<file path="config.mk">
export PLATFORM = sky130hd
export DESIGN_NAME = stage3_lsu
export DESIGN_NICKNAME = d
export VERILOG_FILES = /design/src/rtl/stage3_lsu_pkg.sv /design/src/rtl/stage3_lsu_align.sv /design/src/rtl/stage3_lsu.sv
export SDC_FILE = /design/constraint.sdc
export NUM_CORES = 1
export LEC_CHECK = 0
export BUFFER_PORTS_ARGS = -buffer_cell sky130_fd_sc_hd__buf_2
export CORE_MARGIN = 2
export CORE_UTILIZATION = 40
export CTS_CLUSTER_DIAMETER = 60
export DETAILED_ROUTE_END_ITERATION = 16
export SETUP_SLACK_MARGIN = 0.05
export SLEW_MARGIN = 30
export SYNTH_ARGS = -nofsm -noshare
export SYNTH_HDL_FRONTEND = slang
export SYNTH_SLANG_ARGS = --single-unit
</file>
<file path="constraint.sdc">
create_clock -name CLK -period 7.3 [get_ports CLK]
set_clock_uncertainty 0.05 [all_clocks]
set_input_delay 1.095 -clock CLK [delete_from_list [all_inputs] [get_ports CLK]]
set_output_delay 1.095 -clock CLK [all_outputs]
set_load 0.02 [all_outputs]
</file>
<file path="src/rtl/stage3_lsu_pkg.sv">
`default_nettype none
// ============================================================================
// Module   : stage3_lsu_pkg
// Purpose  : Shared types and helpers for the stage3 load/store unit.
//            Provides the FSM state type, access size encodings, and the
//            crossing, misalignment and byte-lane mask helpers.
// Revision : 1.0 - initial release
// ============================================================================
package stage3_lsu_pkg;

   typedef enum logic [1:0] {
      ST_IDLE  = 2'd0,
      ST_BEAT0 = 2'd1,
      ST_BEAT1 = 2'd2,
      ST_DONE  = 2'd3
   } lsu_state_t;

   localparam logic [1:0] SIZE_B = 2'd0;
   localparam logic [1:0] SIZE_H = 2'd1;
   localparam logic [1:0] SIZE_W = 2'd2;
   localparam logic [1:0] SIZE_D = 2'd3;

   // A dword request on a 32-bit datapath degrades to a word access
   function automatic logic [1:0] lsu_eff_size(input logic [1:0] size, input logic wide);
      return (!wide && (size == SIZE_D)) ? SIZE_W : size;
   endfunction

   // Address is not a multiple of the access length
   function automatic logic lsu_misaligned(input logic [2:0] off, input logic [1:0] size);
      logic [2:0] m;
      m = 3'((4'd1 << size) - 4'd1);
      return (off & m) != 3'd0;
   endfunction

   // Access runs past the end of the current bus word
   function automatic logic lsu_crossing(input logic [2:0] off, input logic [1:0] size,
                                         input int bytes);
      return ({1'b0, off} + (4'd1 << size)) > 4'(bytes);
   endfunction

   // Lane mask across two consecutive bus words: low half is beat 0, high half beat 1
   function automatic logic [15:0] lsu_be_mask(input logic [2:0] off, input logic [1:0] size);
      logic [15:0] m;
      m = ((16'd1 << (5'd1 << size)) - 16'd1) << off;
      return m;
   endfunction

endpackage
`default_nettype wire

</file>
<file path="src/rtl/stage3_lsu_align.sv">
`default_nettype none
// ============================================================================
// Module   : stage3_lsu_align
// Purpose  : Combinational data alignment for the load/store unit. Positions
//            store data onto byte lanes across two bus words and merges two
//            load beats into an LSB-aligned, sign/zero-extended result.
// Revision : 1.0 - initial release
// ============================================================================
module stage3_lsu_align
   import stage3_lsu_pkg::*;
#(
   parameter int DATA_W = 32,
   parameter int OFF_W  = $clog2(DATA_W / 8)
) (
   input  logic [OFF_W-1:0]    off,
   input  logic [1:0]          size,
   input  logic                is_unsigned,
   input  logic [DATA_W-1:0]   st_data,
   output logic [2*DATA_W-1:0] st_lanes,
   input  logic [DATA_W-1:0]   ld_lo,
   input  logic [DATA_W-1:0]   ld_hi,
   output logic [DATA_W-1:0]   ld_data
);

   logic [OFF_W+2:0]  w_shamt;
   logic [DATA_W-1:0] w_ld_sh;
   logic [DATA_W-1:0] w_word;
   logic              w_sx;

   assign w_shamt  = {off, 3'b000};
   assign w_sx     = ~is_unsigned;
   assign st_lanes = {{DATA_W{1'b0}}, st_data} << w_shamt;
   // Beats are concatenated in address order so a plain right shift realigns the access
   assign w_ld_sh  = DATA_W'({ld_hi, ld_lo} >> w_shamt);

   generate
      if (DATA_W == 64) begin : g_word_ext
         assign w_word = {{32{w_sx & w_ld_sh[31]}}, w_ld_sh[31:0]};
      end else begin : g_word_full
         assign w_word = w_ld_sh;
      end
   endgenerate

   // Extend the realigned load according to access size and signedness
   always_comb begin
      ld_data = w_ld_sh;
      case (size)
         SIZE_B:  ld_data = {{(DATA_W-8){w_sx & w_ld_sh[7]}}, w_ld_sh[7:0]};
         SIZE_H:  ld_data = {{(DATA_W-16){w_sx & w_ld_sh[15]}}, w_ld_sh[15:0]};
         SIZE_W:  ld_data = w_word;
         default: ld_data = w_ld_sh;
      endcase
   end

endmodule
`default_nettype wire

</file>
<file path="src/rtl/stage3_lsu.sv">
`default_nettype none
// ============================================================================
// Module   : stage3_lsu
// Purpose  : Sequenced load/store bus master for the stage3 memory stage.
//            Issues one or two aligned bus beats per access (or traps on
//            misalignment), merges load data and reports stall/exceptions.
// Revision : 1.0 - initial release
// ============================================================================
module stage3_lsu
   import stage3_lsu_pkg::*;
#(
   parameter int    DATA_W         = 32,
   parameter int    ADDR_W         = 32,
   parameter string MISALIGN_MODE  = "split",
   parameter string BUS_ENDIANNESS = "little"
) (
   input  logic                CLK,
   input  logic                RST,
   input  logic                req_valid,
   input  logic                req_ren,
   input  logic                req_wen,
   input  logic [1:0]          req_size,
   input  logic                req_unsigned,
   input  logic [ADDR_W-1:0]   req_addr,
   input  logic [DATA_W-1:0]   req_wdata,
   input  logic                kill,
   output logic                lsu_stall,
   output logic                resp_valid,
   output logic [DATA_W-1:0]   resp_rdata,
   output logic                mal_l,
   output logic                mal_s,
   output logic                fault_l,
   output logic                fault_s,
   output logic [ADDR_W-1:0]   fault_addr,
   output logic [ADDR_W-1:0]   bus_addr,
   output logic                bus_ren,
   output logic                bus_wen,
   output logic [DATA_W/8-1:0] bus_byte_en,
   output logic [DATA_W-1:0]   bus_wdata,
   input  logic [DATA_W-1:0]   bus_rdata,
   input  logic                bus_busy,
   input  logic                bus_error
);

   localparam int c_BYTES = DATA_W / 8;
   localparam int c_OFF_W = $clog2(c_BYTES);
   localparam int c_BE2   = 2 * c_BYTES;
   localparam bit c_TRAP  = (MISALIGN_MODE == "trap");
   localparam bit c_BIG   = (BUS_ENDIANNESS == "big");
   localparam bit c_WIDE  = (DATA_W == 64);

   lsu_state_t          r_state;
   logic [ADDR_W-1:0]   r_addr;
   logic [1:0]          r_size;
   logic                r_unsigned;
   logic                r_is_load;
   logic [DATA_W-1:0]   r_wdata;
   logic                r_kill_seen;
   logic [DATA_W-1:0]   r_rd0;
   logic [c_BYTES-1:0]  r_be;
   logic [DATA_W-1:0]   r_wdata_le;

   logic                w_idle;
   logic                w_accept;
   logic [1:0]          w_req_size;
   logic [ADDR_W-1:0]   w_cur_addr;
   logic [1:0]          w_cur_size;
   logic [DATA_W-1:0]   w_cur_wdata;
   logic [c_OFF_W-1:0]  w_off;
   logic [ADDR_W-1:0]   w_base;
   logic [c_BE2-1:0]    w_mask;
   logic                w_cross;
   logic                w_misal;
   logic                w_kill_now;
   logic [DATA_W-1:0]   w_rdata_le;
   logic [DATA_W-1:0]   w_ld_lo;
   logic [DATA_W-1:0]   w_ld_hi;
   logic [DATA_W-1:0]   w_ld_data;
   logic [2*DATA_W-1:0] w_st_lanes;

   assign w_idle     = (r_state == ST_IDLE);
   assign w_accept   = w_idle & req_valid & (req_ren | req_wen) & ~kill;
   assign w_req_size = lsu_eff_size(req_size, c_WIDE);

   // In IDLE the live request drives the beat-0 setup; afterwards the latched copy does
   assign w_cur_addr  = w_idle ? req_addr  : r_addr;
   assign w_cur_size  = w_idle ? w_req_size : r_size;
   assign w_cur_wdata = w_idle ? req_wdata : r_wdata;

   assign w_off      = w_cur_addr[c_OFF_W-1:0];
   assign w_base     = {w_cur_addr[ADDR_W-1:c_OFF_W], {c_OFF_W{1'b0}}};
   assign w_mask     = c_BE2'(lsu_be_mask(3'(w_off), w_cur_size));
   assign w_cross    = lsu_crossing(3'(w_off), w_cur_size, c_BYTES);
   assign w_misal    = lsu_misaligned(3'(w_off), w_cur_size);
   assign w_kill_now = kill | r_kill_seen;

   assign w_ld_lo = (r_state == ST_BEAT1) ? r_rd0      : w_rdata_le;
   assign w_ld_hi = (r_state == ST_BEAT1) ? w_rdata_le : '0;

   assign lsu_stall = req_valid & (req_ren | req_wen) & (r_state != ST_DONE)
                    & ~(w_idle & kill);

   stage3_lsu_align #(
      .DATA_W (DATA_W),
      .OFF_W  (c_OFF_W)
   ) u_align (
      .off         (w_off),
      .size        (w_cur_size),
      .is_unsigned (r_unsigned),
      .st_data     (w_cur_wdata),
      .st_lanes    (w_st_lanes),
      .ld_lo       (w_ld_lo),
      .ld_hi       (w_ld_hi),
      .ld_data     (w_ld_data)
   );

   // Byte ordering is only changed at the bus pins; everything inside is little-endian
   generate
      if (c_BIG) begin : g_big_endian
         for (genvar i = 0; i < c_BYTES; i++) begin : g_lane
            assign bus_byte_en[i]        = r_be[c_BYTES-1-i];
            assign bus_wdata[8*i +: 8]   = r_wdata_le[8*(c_BYTES-1-i) +: 8];
            assign w_rdata_le[8*i +: 8]  = bus_rdata[8*(c_BYTES-1-i) +: 8];
         end
      end else begin : g_little_endian
         assign bus_byte_en = r_be;
         assign bus_wdata   = r_wdata_le;
         assign w_rdata_le  = bus_rdata;
      end
   endgenerate

   // Access sequencer: latch request, run one or two bus beats, pulse the response
   always_ff @(posedge CLK or posedge RST) begin
      if (RST) begin
         r_state     <= ST_IDLE;
         r_addr      <= '0;
         r_size      <= SIZE_B;
         r_unsigned  <= 1'b0;
         r_is_load   <= 1'b0;
         r_wdata     <= '0;
         r_kill_seen <= 1'b0;
         r_rd0       <= '0;
         r_be        <= '0;
         r_wdata_le  <= '0;
         resp_valid  <= 1'b0;
         resp_rdata  <= '0;
         mal_l       <= 1'b0;
         mal_s       <= 1'b0;
         fault_l     <= 1'b0;
         fault_s     <= 1'b0;
         fault_addr  <= '0;
         bus_addr    <= '0;
         bus_ren     <= 1'b0;
         bus_wen     <= 1'b0;
      end else begin
         case (r_state)
            ST_IDLE: begin
               if (w_accept) begin
                  r_addr      <= req_addr;
                  r_size      <= w_req_size;
                  r_unsigned  <= req_unsigned;
                  r_is_load   <= req_ren;
                  r_wdata     <= req_wdata;
                  r_kill_seen <= 1'b0;
                  r_rd0       <= '0;
                  if (c_TRAP && w_misal) begin
                     r_state    <= ST_DONE;
                     resp_valid <= 1'b1;
                     resp_rdata <= '0;
                     mal_l      <= req_ren;
                     mal_s      <= ~req_ren;
                     fault_addr <= req_addr;
                  end else begin
                     r_state    <= ST_BEAT0;
                     bus_addr   <= w_base;
                     bus_ren    <= req_ren;
                     bus_wen    <= ~req_ren;
                     r_be       <= w_mask[c_BYTES-1:0];
                     r_wdata_le <= w_st_lanes[DATA_W-1:0];
                  end
               end
            end

            ST_BEAT0: begin
               r_kill_seen <= r_kill_seen | kill;
               if (!bus_busy) begin
                  r_rd0 <= w_rdata_le;
                  if (bus_error) begin
                     r_state    <= ST_DONE;
                     bus_ren    <= 1'b0;
                     bus_wen    <= 1'b0;
                     r_be       <= '0;
                     r_wdata_le <= '0;
                     resp_valid <= ~w_kill_now;
                     fault_l    <= ~w_kill_now & r_is_load;
                     fault_s    <= ~w_kill_now & ~r_is_load;
                     fault_addr <= r_addr;
                  end else if (w_cross && !w_kill_now) begin
                     r_state    <= ST_BEAT1;
                     bus_addr   <= w_base + ADDR_W'(c_BYTES);
                     r_be       <= w_mask[c_BE2-1:c_BYTES];
                     r_wdata_le <= w_st_lanes[2*DATA_W-1:DATA_W];
                  end else begin
                     r_state    <= ST_DONE;
                     bus_ren    <= 1'b0;
                     bus_wen    <= 1'b0;
                     r_be       <= '0;
                     r_wdata_le <= '0;
                     resp_valid <= ~w_kill_now;
                     resp_rdata <= r_is_load ? w_ld_data : '0;
                  end
               end
            end

            ST_BEAT1: begin
               r_kill_seen <= r_kill_seen | kill;
               if (!bus_busy) begin
                  r_state    <= ST_DONE;
                  bus_ren    <= 1'b0;
                  bus_wen    <= 1'b0;
                  r_be       <= '0;
                  r_wdata_le <= '0;
                  resp_valid <= ~w_kill_now;
                  resp_rdata <= r_is_load ? w_ld_data : '0;
                  if (bus_error) begin
                     fault_l    <= ~w_kill_now & r_is_load;
                     fault_s    <= ~w_kill_now & ~r_is_load;
                     fault_addr <= w_base + ADDR_W'(c_BYTES);
                  end
               end
            end

            default: begin
               r_state    <= ST_IDLE;
               resp_valid <= 1'b0;
               mal_l      <= 1'b0;
               mal_s      <= 1'b0;
               fault_l    <= 1'b0;
               fault_s    <= 1'b0;
            end
         endcase
      end
   end

endmodule
`default_nettype wire

</file>
## After elaboration in Yosys (flattened, before gate mapping)

Index checks and enable logic that the tools add are counted.

- RAM bits: 0
- Bits of input ports: 107
- Memories kept: 0
- Word-level logic and storage cells: 149
- Bits in read-only memories: 0
- Latch bits: 0
- Register bits after elaboration: 240
- Output and inout port bits: 140

- Reductions and logical operators: 20
- Bitwise gates (word level): 20
- Order comparisons: 1
- $add $sub $neg: 3
- Shift-type cells: 6
- $mul: 0
- Divide/modulo/power cells: 0
- Equal/unequal tests: 16
- Mux-type cells: 65

Operators by type and width:

| operator | count |
|---|---|
| $mux W32 | 24 |
| $pmux W32 S2 | 5 |
| $pmux W32 S3 | 1 |
| $shl A32 B5 Y64 | 1 |
| $shr A64 B5 Y32 | 1 |
| $add A32 B3 Y32 const B | 1 |
| $mux W4 | 5 |
| $reduce_and A5 Y1 | 4 |
| $ne A2 B2 Y1 const B | 9 |
| $mux W1 | 17 |
| $shl A1 B5 Y16 const A | 1 |
| $shl A16 B2 Y8 | 1 |
| $sub A16 B1 Y16 const B | 1 |
| $pmux W4 S3 | 1 |
| $and A1 B1 Y1 | 11 |
| $mux W2 | 5 |
| $pmux W1 S3 | 3 |
| $reduce_and A3 Y1 | 3 |
| $reduce_and A4 Y1 | 2 |
| $not A1 Y1 | 7 |
| $pmux W1 S2 | 3 |
| $pmux W2 S3 | 1 |
| $reduce_bool A2 Y1 | 3 |
| $shl A1 B2 Y5 const A | 1 |
| 14 further kinds | 20 |

## Depth between registers and ports, before layout

- Depth in word-level cells: 11
- Depth in mapped cells: 18
- Mapped depth without buffers: 13

## Modules after synthesis

A second synthesis with hierarchy kept.

- Cell total of the unflattened synthesis: 1645
- Area, all modules: 14511.4 um^2

By module, submodules not included:

| module | times used | cells each | area an instance (um^2) | sequential area each (um^2) |
|---|---|---|---|---|
| stage3_lsu | 1 | 1414 | 12719.7 | 5955.7 |
| stage3_lsu_align | 1 | 231 | 1791.7 | 0.0 |

## Least setup slack after synthesis

No wires, ideal clock.

- Path type: in2reg
- Start point: in req_addr[1]
- End point: reg bus_addr[23]
- Arrival time: 3.816 ns
- Path slack: 3.301 ns
- Library setup time: 0.133 ns
- Required time: 7.117 ns
- Buffers on the path: 5
- Stages on the path: 14
- Cells stage by stage: mux2_2 buf_4 inv_2 clkbuf_1 clkbuf_1 fa_1 nand2b_1 nand3b_1 a311oi_2 o21bai_1 buf_2 buf_2 nand2_1 o21ai_0

- Cells in the longest elaborated chain, start to end: 6

Ends and longest elaborated chain:

| element | RTL line | source |
|---|---|---|
| from (decl) | stage3_lsu.sv:24 | `input logic [ADDR_W-1:0] req_addr,` |
| $mux W32 | stage3_lsu.sv:86 | `assign w_cur_addr = w_idle ? req_addr : r_addr;` |
| $add A2 B4 Y4 | stage3_lsu_pkg.sv:38 | `return ({1'b0, off} + (4'd1 << size)) > 4'(bytes);` |
| $gt A4 B3 Y1 | stage3_lsu_pkg.sv:38 |  |
| $logic_and A1 B1 Y1 | stage3_lsu.sv:198 | `end else if (w_cross && !w_kill_now) begin` |
| $ne A2 B2 Y1 (no line) | -- |  |
| $reduce_and A5 Y1 (no line) | -- |  |
| to (signal assigned) | stage3_lsu.sv:175 | `bus_addr <= w_base;` |
| to (signal assigned) | stage3_lsu.sv:200 | `bus_addr <= w_base + ADDR_W'(c_BYTES);` |
| to (decl) | stage3_lsu.sv:35 | `output logic [ADDR_W-1:0] bus_addr,` |

No other way between the ends.
A chain may end at the register's enable or synchronous reset.

## Final worst setup path

- Start point: reg r_state[0]
- End point: reg r_wdata_le[14] (netlist: bus_wdata[14])

- Cells in the longest elaborated chain, start to end: 10

Ends and longest elaborated chain:

| element | RTL line | source |
|---|---|---|
| from (decl) | stage3_lsu.sv:52 | `lsu_state_t r_state;` |
| from (signal assigned) | stage3_lsu.sv:135 | `r_state <= ST_IDLE;` |
| from (signal assigned) | stage3_lsu.sv:167 | `r_state <= ST_DONE;` |
| from (signal assigned) | stage3_lsu.sv:174 | `r_state <= ST_BEAT0;` |
| $logic_not A2 Y1 | -- |  |
| $mux W2 | stage3_lsu.sv:87 | `assign w_cur_size = w_idle ? w_req_size : r_size;` |
| $shl A1 B2 Y4 | -- |  |
| $add A2 B4 Y4 | stage3_lsu_pkg.sv:38 |  |
| $gt A4 B3 Y1 | stage3_lsu_pkg.sv:38 |  |
| $logic_and A1 B1 Y1 | stage3_lsu.sv:198 |  |
| $mux W32 | stage3_lsu.sv:198 |  |
| $mux W32 | stage3_lsu.sv:188 | `if (bus_error) begin` |
| $mux W32 | stage3_lsu.sv:186 | `if (!bus_busy) begin` |
| $pmux W32 S3 | stage3_lsu.sv:156 | `case (r_state)` |
| to (signal assigned) | stage3_lsu.sv:179 | `r_wdata_le <= w_st_lanes[DATA_W-1:0];` |
| to (signal assigned) | stage3_lsu.sv:202 | `r_wdata_le <= w_st_lanes[2*DATA_W-1:DATA_W];` |
| to (decl) | stage3_lsu.sv:61 | `logic [DATA_W-1:0] r_wdata_le;` |

Parallel ways exist; a longest one is shown, timed or not. The select of a mux whose other input is x is not followed.

==> out/results.txt <==
post-layout minimum cycle time = 4760 ps
vias per inst = 5.57
final hold vios = 0
R2R Setup Slk = 2540 ps
PD cells = 515 nW/um^2
Die Y-Extent = 190 um
Final Util = 48.7%
slowest stage delay, CP = 830 ps
layout cells sized above 1 = 21.4%
Synth warnings = 0
Total GRT Usage = 23.7%
CTS Buf Count = 31
largest net degree at the start of global routing = 75
top cells by area, synth = dfrtp_1, nand2_1, mux2i_1, o21ai_0, a21oi_1
buffers and inverters on the worst path = 4
slowest stage cell, crit path = o31ai_1
most instantiated cells after synthesis = nand2_1, dfrtp_1, o21ai_0
mapped cell area = 13800 sq um
clock tree buffer depth = 3
synthesized instance count = 1594
leading area contributor after synthesis = dfrtp_1
layout net count = 1888
Residual DRC = 0
RD Place Congestion = 0.902
Slew Limit Headroom = 41.1%
final worst-path cycle share = 65.2%
synthesized flop and latch total = 238
Most Frequent Cell on Critical Path = inv_1
Clock Root Buffer = clkbuf_16
Slew @ Worst Pin = 876 ps
dpl hpwl = 30200 um
Worst-path clk slew = 60 ps
crit path DAT = 5210 ps
setup violators final = 0
crit path kind = reg -> reg
Synth top area share = 43.2%
Worst setup startpoint = r_state[0]$_DFFE_PP0P_
hold buffer count at cts = 0
unrepaired setup endpoints after global routing = false
Core ar. = 33700 sq um
maximum vdd drop = 0.000329 V
hold path start = fault_addr[2]$_DFFE_PP0P_
worst min-delay path class = reg -> reg
FMAX = 210 MHz
sequential area share after synthesis = 43.2%
Buffers on Ports = 242
CP Max Fanout = 32
status = completed
most common cell in the netlist = nand2_1
GRT overflow = 0
post-CTS resize count = 0
Slew Viols, Final = 0
Syn Area/Cell = 8.64 sq um
leakage power = 7.74 nW
Worst EP required = 7750 ps
fillcell total = 3343
CP delay by family, top = compound AO/OA/AOI/OAI gates
CTS tree = done
vias in the first global route = 12.2k
main flop type after synthesis = dfrtp_1
clk sink count = 238
Post-synth ARST share = 100%
synth unique cells = 74
initial antenna violation count = 6
crit start category = flop
drt pass-1 iters = 6
Reg2Reg Launch Point = r_state[0]$_DFFE_PP0P_
EDFF count, synth = 0
Setup Buffers After CTS = 0
DR iter-0 viols = 993
Setup TNS = 0 ps
H-tree depth = 1
Die W = 190 um
Initial Util = 40.9%
Post-Route WL = 43500 um
crit-path cells = inv_1 > ha_4 > inv_2 > o31ai_1 > ha_1 > inv_1 > fa_1 > nand2b_1 > nand3b_1 > a31oi_1 > buf_4 > nand3_2 > nor2_1 > a221o_1
Crit. End Element = flop
Max Cap Viol = 0
Synth-to-Final Area Change = 19.2%
global-route wire length before repair = 67900 um
insertion delay of the later-clocked pin in the worst-skew pair = 560 ps
Die Area = 35900 sq um
# rows = 67
post-detailed-route count of antenna-violating nets = 0
Ports = 247
via count = 12.5k
drt wl/cell = 19.3 um
final cells by class:
cell class	count	area (sq um)	share of cell area, %
Sequential cell	238	5960	36.3
Tap cell	448	561	3.41
Antenna cell	6	15.0	0.0915
Inverter	16	63.8	0.389
Multi-Input combinational cell	1223	7310	44.5
Clock inverter	19	241	1.47
Timing Repair Buffer	263	1430	8.70
Clock buffer	38	842	5.13
kinds of logic (layout without fill, tap and decap cells):
kind of cell	count (synthesis)	count (layout)	share of synthesized area, %
buffers and inverters	136	336	4.29
muxes	128	128	10.4
DFF	238	238	43.2
adders and majority gates	8	8	0.781
AOI/OAI and AO/OA	393	393	17.1
other	1	10	0.0272
and+or+nand+nor	643	643	21.1
xor gates and xnor gates	47	47	2.99
registers in the layout, indices dropped and copies added (netlist names), 2 cells and up:
signal	flops
bus_addr	30
resp_rdata	32
r_state	2
r_wdata	32
r_rd0	32
r_addr	32
bus_byte_en	4
bus_wdata	32
r_size	2
fault_addr	32
stage by stage:
stage	power, mW	setup slack (ps)	hold WS (ps)	area [sq um]	std cells
after floorplan	5.47	3040	395	13800	1597
after CTS	8.48	2590	427	16400	2245
after detailed placement	6.85	2310	411	15300	2188
after global placement	6.70	2260	407	15200	2185
final	8.45	2540	421	16400	2251
after global routing	9.06	2120	444	16400	2247
layer usage:
| layer | GRT usage (%) | up-vias | part of all wire [%] |
|---|---|---|---|
| li1 | - | 5964 | - |
| met1 | 31.9 | 6055 | 43 |
| met2 | 39.3 | 438 | 47 |
| met3 | 3.41 | 83 | 5.8 |
| met4 | 8.47 | 2 | 3.4 |
| met5 | 0 | - | 0.030 |
final timing paths:
path | endpoint | depth (start not counted)
worst max-delay path | bus_wdata[14]$_DFFE_PP0P_ | 14
worst min-delay path | fault_addr[2]$_DFFE_PP0P_ | 2
worst max register to register | bus_wdata[14]$_DFFE_PP0P_ | 14
worst min register to register | fault_addr[2]$_DFFE_PP0P_ | 2
max in group asynchronous | r_is_load$_DFFE_PP0P_ | 3
min in group asynchronous | fault_addr[0]$_DFFE_PP0P_ | 2
cells in the final DEF (no fill, tap or decap), types with 9 or more instances in the layout:
cell type	count
nand2_1	414
buf_2	242
dfrtp_1	237
o21ai_0	157
mux2i_1	92
a21oi_1	86
nand3_1	52
nor2_1	47
a211oi_1	42
clkbuf_16	31
mux2_2	25
nor2b_1	25
xnor2_1	24
xor2_1	23
and3_1	23
o22ai_1	20
buf_4	15
nand4_1	14
o31ai_1	12
inv_1	12
a22oi_1	11
nor3b_1	11
o21ai_1	10
nor4_1	10
a211o_1	10
mux4_2	9
tightest hold or removal path, stage by stage (launching register included):
cell	delay, ps
dfrtp_1	340
nand2_1	40
o21ai_0	50
power by group:
part           internal (mW)  switching (mW)
Combinational           1.60            2.91
Sequential              1.90           0.430
Clock                  0.995           0.611
Total                   4.49            3.95
(Power assumes the default switching activity.)
